<file path="src/rtl/clk_ratio_meter.sv">
// clk_ratio_meter
//   Measures the high and low phase lengths of a divided clock (i_meas_clk)
//   in units of the reference clock, reports their sum as the period ratio,
//   flags lock when two consecutive periods agree, and flags a timeout when
//   an expected edge does not arrive within MAX = 2^DIV_WIDTH-1 cycles.
//
// Ports
//   i_ref_clk   in   reference clock, all logic on its rising edge
//   i_rst_n     in   asynchronous active-low reset
//   i_meas_en   in   measurement enable; low returns the meter to IDLE
//   i_meas_clk  in   clock under measurement, asynchronous to i_ref_clk
//   o_high_cnt  out  [DIV_WIDTH-1:0] last measured high-phase length
//   o_low_cnt   out  [DIV_WIDTH-1:0] last measured low-phase length
//   o_ratio     out  [DIV_WIDTH:0]   high + low of the last full period
//   o_valid     out  one-cycle pulse when o_ratio updates
//   o_locked    out  two consecutive periods produced the same ratio
//   o_timeout   out  no expected edge within MAX cycles (held until next valid)
module clk_ratio_meter #(
  parameter int unsigned DIV_WIDTH = 4
) (
  input  logic                 i_ref_clk,
  input  logic                 i_rst_n,
  input  logic                 i_meas_en,
  input  logic                 i_meas_clk,
  output logic [DIV_WIDTH-1:0] o_high_cnt,
  output logic [DIV_WIDTH-1:0] o_low_cnt,
  output logic [DIV_WIDTH:0]   o_ratio,
  output logic                 o_valid,
  output logic                 o_locked,
  output logic                 o_timeout
);

  localparam logic [DIV_WIDTH-1:0] MAX = '1;

  typedef enum logic [1:0] {
    IDLE,
    ARM,
    HIGH,
    LOW
  } state_t;

  state_t               state;
  state_t               next_state;

  logic                 s1;
  logic                 s2;
  logic                 s3;
  logic                 rise;
  logic                 fall;

  logic [DIV_WIDTH-1:0] counter;
  logic                 have_prev;

  logic                 edge_hit;
  logic                 tmo_hit;
  logic [DIV_WIDTH:0]   ratio_next;

  // Two-flop synchronizer plus one delay flop for edge detection
  always_ff @(posedge i_ref_clk or negedge i_rst_n) begin
    if (!i_rst_n) begin
      s1 <= 1'b0;
      s2 <= 1'b0;
      s3 <= 1'b0;
    end else begin
      s1 <= i_meas_clk;
      s2 <= s1;
      s3 <= s2;
    end
  end

  assign rise = s2 & ~s3;
  assign fall = ~s2 & s3;

  assign ratio_next = {1'b0, o_high_cnt} + {1'b0, counter};

  always_ff @(posedge i_ref_clk or negedge i_rst_n) begin
    if (!i_rst_n) begin
      state <= IDLE;
    end else begin
      state <= next_state;
    end
  end

  // Only the edge each state is waiting for counts; the opposite edge is
  // ignored and does not rescue the counter from timing out.
  always_comb begin
    next_state = state;
    edge_hit   = 1'b0;
    tmo_hit    = 1'b0;
    if (!i_meas_en) begin
      next_state = IDLE;
    end else begin
      case (state)
        IDLE: next_state = ARM;
        ARM: begin
          if (rise) begin
            edge_hit   = 1'b1;
            next_state = HIGH;
          end else if (counter == MAX) begin
            tmo_hit    = 1'b1;
            next_state = ARM;
          end
        end
        HIGH: begin
          if (fall) begin
            edge_hit   = 1'b1;
            next_state = LOW;
          end else if (counter == MAX) begin
            tmo_hit    = 1'b1;
            next_state = ARM;
          end
        end
        LOW: begin
          if (rise) begin
            edge_hit   = 1'b1;
            next_state = HIGH;
          end else if (counter == MAX) begin
            tmo_hit    = 1'b1;
            next_state = ARM;
          end
        end
        default: next_state = IDLE;
      endcase
    end
  end

  always_ff @(posedge i_ref_clk or negedge i_rst_n) begin
    if (!i_rst_n) begin
      counter    <= '0;
      have_prev  <= 1'b0;
      o_high_cnt <= '0;
      o_low_cnt  <= '0;
      o_ratio    <= '0;
      o_valid    <= 1'b0;
      o_locked   <= 1'b0;
      o_timeout  <= 1'b0;
    end else begin
      o_valid <= 1'b0;
      if (!i_meas_en || state == IDLE) begin
        counter   <= '0;
        have_prev <= 1'b0;
        o_locked  <= 1'b0;
        o_timeout <= 1'b0;
      end else if (tmo_hit) begin
        counter   <= '0;
        have_prev <= 1'b0;
        o_locked  <= 1'b0;
        o_timeout <= 1'b1;
      end else if (edge_hit) begin
        counter <= DIV_WIDTH'(1);
        if (state == HIGH) begin
          o_high_cnt <= counter;
        end else if (state == LOW) begin
          o_low_cnt <= counter;
          o_ratio   <= ratio_next;
          o_valid   <= 1'b1;
          o_locked  <= have_prev && (ratio_next == o_ratio);
          have_prev <= 1'b1;
          o_timeout <= 1'b0;
        end
      end else begin
        counter <= counter + DIV_WIDTH'(1);
      end
    end
  end

endmodule

</file>
<file path="config.mk">
export PLATFORM = sky130hd
export DESIGN_NAME = clk_ratio_meter
export DESIGN_NICKNAME = d
export VERILOG_FILES = /design/src/rtl/clk_ratio_meter.sv
export SDC_FILE = /design/constraint.sdc
export NUM_CORES = 1
export LEC_CHECK = 0
export BUFFER_PORTS_ARGS = -buffer_cell sky130_fd_sc_hd__buf_2
export CORE_MARGIN = 5
export CORE_UTILIZATION = 58
export DETAILED_ROUTE_END_ITERATION = 10
export PLACE_DENSITY = 0.81
export SYNTH_ARGS = -nofsm -noshare
export SYNTH_HDL_FRONTEND = slang
export SYNTH_SLANG_ARGS = --single-unit
</file>
<file path="constraint.sdc">
create_clock -name i_ref_clk -period 6.75 [get_ports i_ref_clk]
set_clock_uncertainty 0.2 [all_clocks]
set_input_delay 0.3375 -clock i_ref_clk [delete_from_list [all_inputs] [get_ports i_ref_clk]]
set_output_delay 0.3375 -clock i_ref_clk [all_outputs]
set_load 0.05 [all_outputs]
</file>
==> results by group <==
STA
  – Worst Max-Slew Pin Slew: 0.5715 ns
  – Max Fclk: 0.4275 GHz
  – Crit path time final: 2.339 ns
  – Max Slew Vio Count: 0
  – Final worst path period share: 34.66%
  – Worst slew margin: 61.90%
  – Final hold slack: 0.1329 ns
  – Unrepaired setup endpoints after global routing: no
  – Hold Vio Cnt, Final: 0
  – Final setup violating endpoints: 0
  – Setup TNS Final: 0 ns

Worst setup path
  – Worst path max stage delay: 0.52 ns
  – Bufs and invs on worst path: 1
  – R2R Setup Slk: 4.41 ns
  – Reg2reg start: counter[0]$_DFF_PN0_
  – Startpoint types: register
  – WP data arrival: 2.37 ns
  – Crit-path cells: ha_1 -> inv_1 -> fa_1 -> xor2_1 -> nand3_1 -> or3_1 -> o32ai_2
  – R2R Path End: o_locked$_DFFE_PN0P_
  – Crit Path Class: reg2reg
  – R2R cell count: 7
  – Critical Path Stages: 7
  – CP required: 6.79 ns
  – Max Fanout on Critical Path: 6
  – Cell family with most CP delay: adder cells
  – Slowest cell on crit path: fa_1
  – CP endpoint kind: register

Yosys
  – FF+latch count, synth: 26
  – Register area share after synthesis: 51.23%
  – Post-Syn Area: 1270 um2
  – EDFF count, synth: 0
  – Ys Warns: 0
  – Syn avg cell area: 11.34 um2
  – Asr flop ratio synth: 100.0%
  – Top FF cell, synth: dfrtp_1
  – Post-synth cell types: 30
  – Syn Nets: 122
  – Cells after Synth: 112

Floorplan
  – Starting Density: 59.11%
  – Die Ht: 56.80 um
  – Die X: 56.80 um
  – FP Rows: 17
  – Core Area: 2148 um2
  – Die Area: 3226 um2
  – I/O pin count: 20

Global route
  – First-pass GRT wire length: 4319 um
  – Largest net degree at the start of global routing: 27
  – Antenna violations before repair: 0
  – Vias in the first global route: 929
  – Total track usage: 17.44%
  – Gr ovfl total: 0

Clocking
  – Root Buffer: clkbuf_4
  – CTS tree: done
  – TritonCTS Buffers: 3
  – CTS HTree Levels: 1
  – Clock buffer depth: 2
  – Reg clk slew, reported paths: 0.13 ns
  – Clock latency on the worst-skew pair: 0.31 ns
  – Setup bufs post-CTS: 0
  – Clock sinks: 26

Min path
  – Hold Crit Start: i_meas_en
  – Min-Delay Path Depth: 3
  – Worst Hold Class: in2reg
  – Hold endpoint: o_timeout$_DFFE_PN0P_

Place
  – GPL Wtd Cong: 0.8118
  – Buffers on Ports: 19
  – DP Wirelength: 1830 um
  – Dpl cells: 155

Route
  – Routed via count: 889
  – DRC viols: 0
  – Detailed Route WL: 2388 um
  – Initial drt markers: 14
  – WL per Instance: 14.93 um
  – Initial DRT Pass Iterations: 4
  – Antenna Nets Post-Route: 0
  – Vias per cell: 5.556

Layout
  – Nets: 144
  – N_diodes: 0
  – Non-filler cells, final: 160
  – Area grow syn2layout: 12.12%
  – Share of cells above drive strength 1: 24.24%

Pwr
  – Power density cells: 190.0 nW/um2
  – Peak VDD IR: 0.1391 mV
  – Pleak: 0.7418 nW
  – Total power: 270.5 uW

Job
  – Max_cap viols: 0

Status
  – Outcome: finished, final reports clean
==> cell families after synthesis <==
logic type,Yosys count,share of synthesized area [%]
AO/OA/AOI/OAI,21,9.951
XOR/XNOR,9,7.291
adder cells (fa/ha/maj),6,6.503
buffers and inverters,12,3.842
flip-flops,26,51.23
multiplexers,9,7.881
AND/OR/NAND/NOR,29,13.30
==> state kept, by name, summed over array words and instances, names as in the netlist, 2 cells and up <==
name	cells
o_ratio	5
counter	4
o_high_cnt	4
state	2
o_low_cnt	4
==> cell type report <==
cell class	count	area, um2
Multi-Input combinational cell	74	570.5
Tap cell	28	35.03
Timing Repair Buffer	21	115.1
Fill cell	170	724.4
Inverter	8	30.03
Clock buffer	3	22.52
Sequential cell	26	650.6
==> power by group <==
group	internal, mW	total (mW)	leakage, nW	switching, mW
clock	0.0209	0.0640	0.0138	0.0431
sequential	0.161	0.169	0.346	0.00715
combinational	0.0123	0.0380	0.382	0.0257
==> per-layer routing <==
| layer | global-route usage (%) | part of all wire [%] |
|---|---|---|
| met5 | 0 | 0 |
| met4 | 8.940 | 2.5 |
| met3 | 4.368 | 4.7 |
| met2 | 28.05 | 50 |
| met1 | 21.52 | 43 |
==> cell usage after synthesis (2+ instances only) <==
library cell / number / area, um2
nor3b_1: 2 / 15.01
xnor2_1: 3 / 26.28
nand2b_1: 2 / 12.51
nand2_1: 7 / 26.28
xor2_1: 5 / 43.79
mux2_2: 5 / 56.30
or3_1: 2 / 12.51
ha_1: 5 / 62.56
dfrtp_1: 26 / 650.6
o21ai_1: 4 / 20.02
buf_2: 3 / 15.01
a21oi_1: 7 / 35.03
inv_1: 8 / 30.03
o21ai_0: 6 / 30.03
nand3_1: 6 / 30.03
mux2_1: 3 / 33.78
nor2_1: 5 / 18.77
==> stage by stage <==
stage	setup WS, ns	area (um2)	util, %
2_1_floorplan	4.257	1270	-
3_3_place_gp	4.512	1381	64.30
3_5_place_dp	4.446	1381	64.30
4_1_cts	4.420	1424	66.28
5_1_grt	4.338	1424	66.28
6_report	4.411	1424	66.28
==> worst max-delay path by stage <==
stage / from / to / slack, ns
floorplan: o_high_cnt[0]$_DFFE_PN0P_ / o_locked$_DFFE_PN0P_ / 4.26
global placement: counter[0]$_DFF_PN0_ / o_locked$_DFFE_PN0P_ / 4.51
finish: counter[0]$_DFF_PN0_ / o_locked$_DFFE_PN0P_ / 4.41
global route: counter[0]$_DFF_PN0_ / o_locked$_DFFE_PN0P_ / 4.34
CTS: counter[0]$_DFF_PN0_ / o_locked$_DFFE_PN0P_ / 4.42
detailed placement: counter[0]$_DFF_PN0_ / o_locked$_DFFE_PN0P_ / 4.45
==> cell usage in the layout, fill, tap and decap left out, types with 2 or more instances in the layout <==
| master | Yosys | routed |
|---|---|---|
| nand3_1 | 6 | 6 |
| o21ai_0 | 6 | 6 |
| o21ai_1 | 4 | 4 |
| xor2_1 | 5 | 5 |
| dlygate4sd3_1 | 0 | 2 |
| a21oi_1 | 7 | 7 |
| buf_2 | 3 | 19 |
| nand2b_1 | 2 | 2 |
| ha_1 | 5 | 5 |
| nor3b_1 | 2 | 2 |
| nand2_1 | 7 | 7 |
| mux2_2 | 5 | 5 |
| dfrtp_1 | 26 | 26 |
| clkbuf_4 | 0 | 3 |
| or3_1 | 2 | 2 |
| mux2_1 | 3 | 3 |
| xnor2_1 | 3 | 3 |
| inv_1 | 8 | 8 |
| nor2_1 | 5 | 5 |
==> what timing repair did <==
action | 4_1_cts | 5_1_grt
gates resized for setup | 0 | 0
endpoints found under the hold margin | 27 | 0
hold buffers | 2 | 0
==> worst register-to-register path, delay by kind of cell, from the launching register on <==
kind	cells	cell delay, ns
xor+xnor	1	0.15
buf+inv	1	0.06
flops	1	0.44
simple gates	2	0.45
compound gates	1	0.24
fa+ha+maj	2	0.71
No activity file was read; power rests on OpenSTA's default activity.
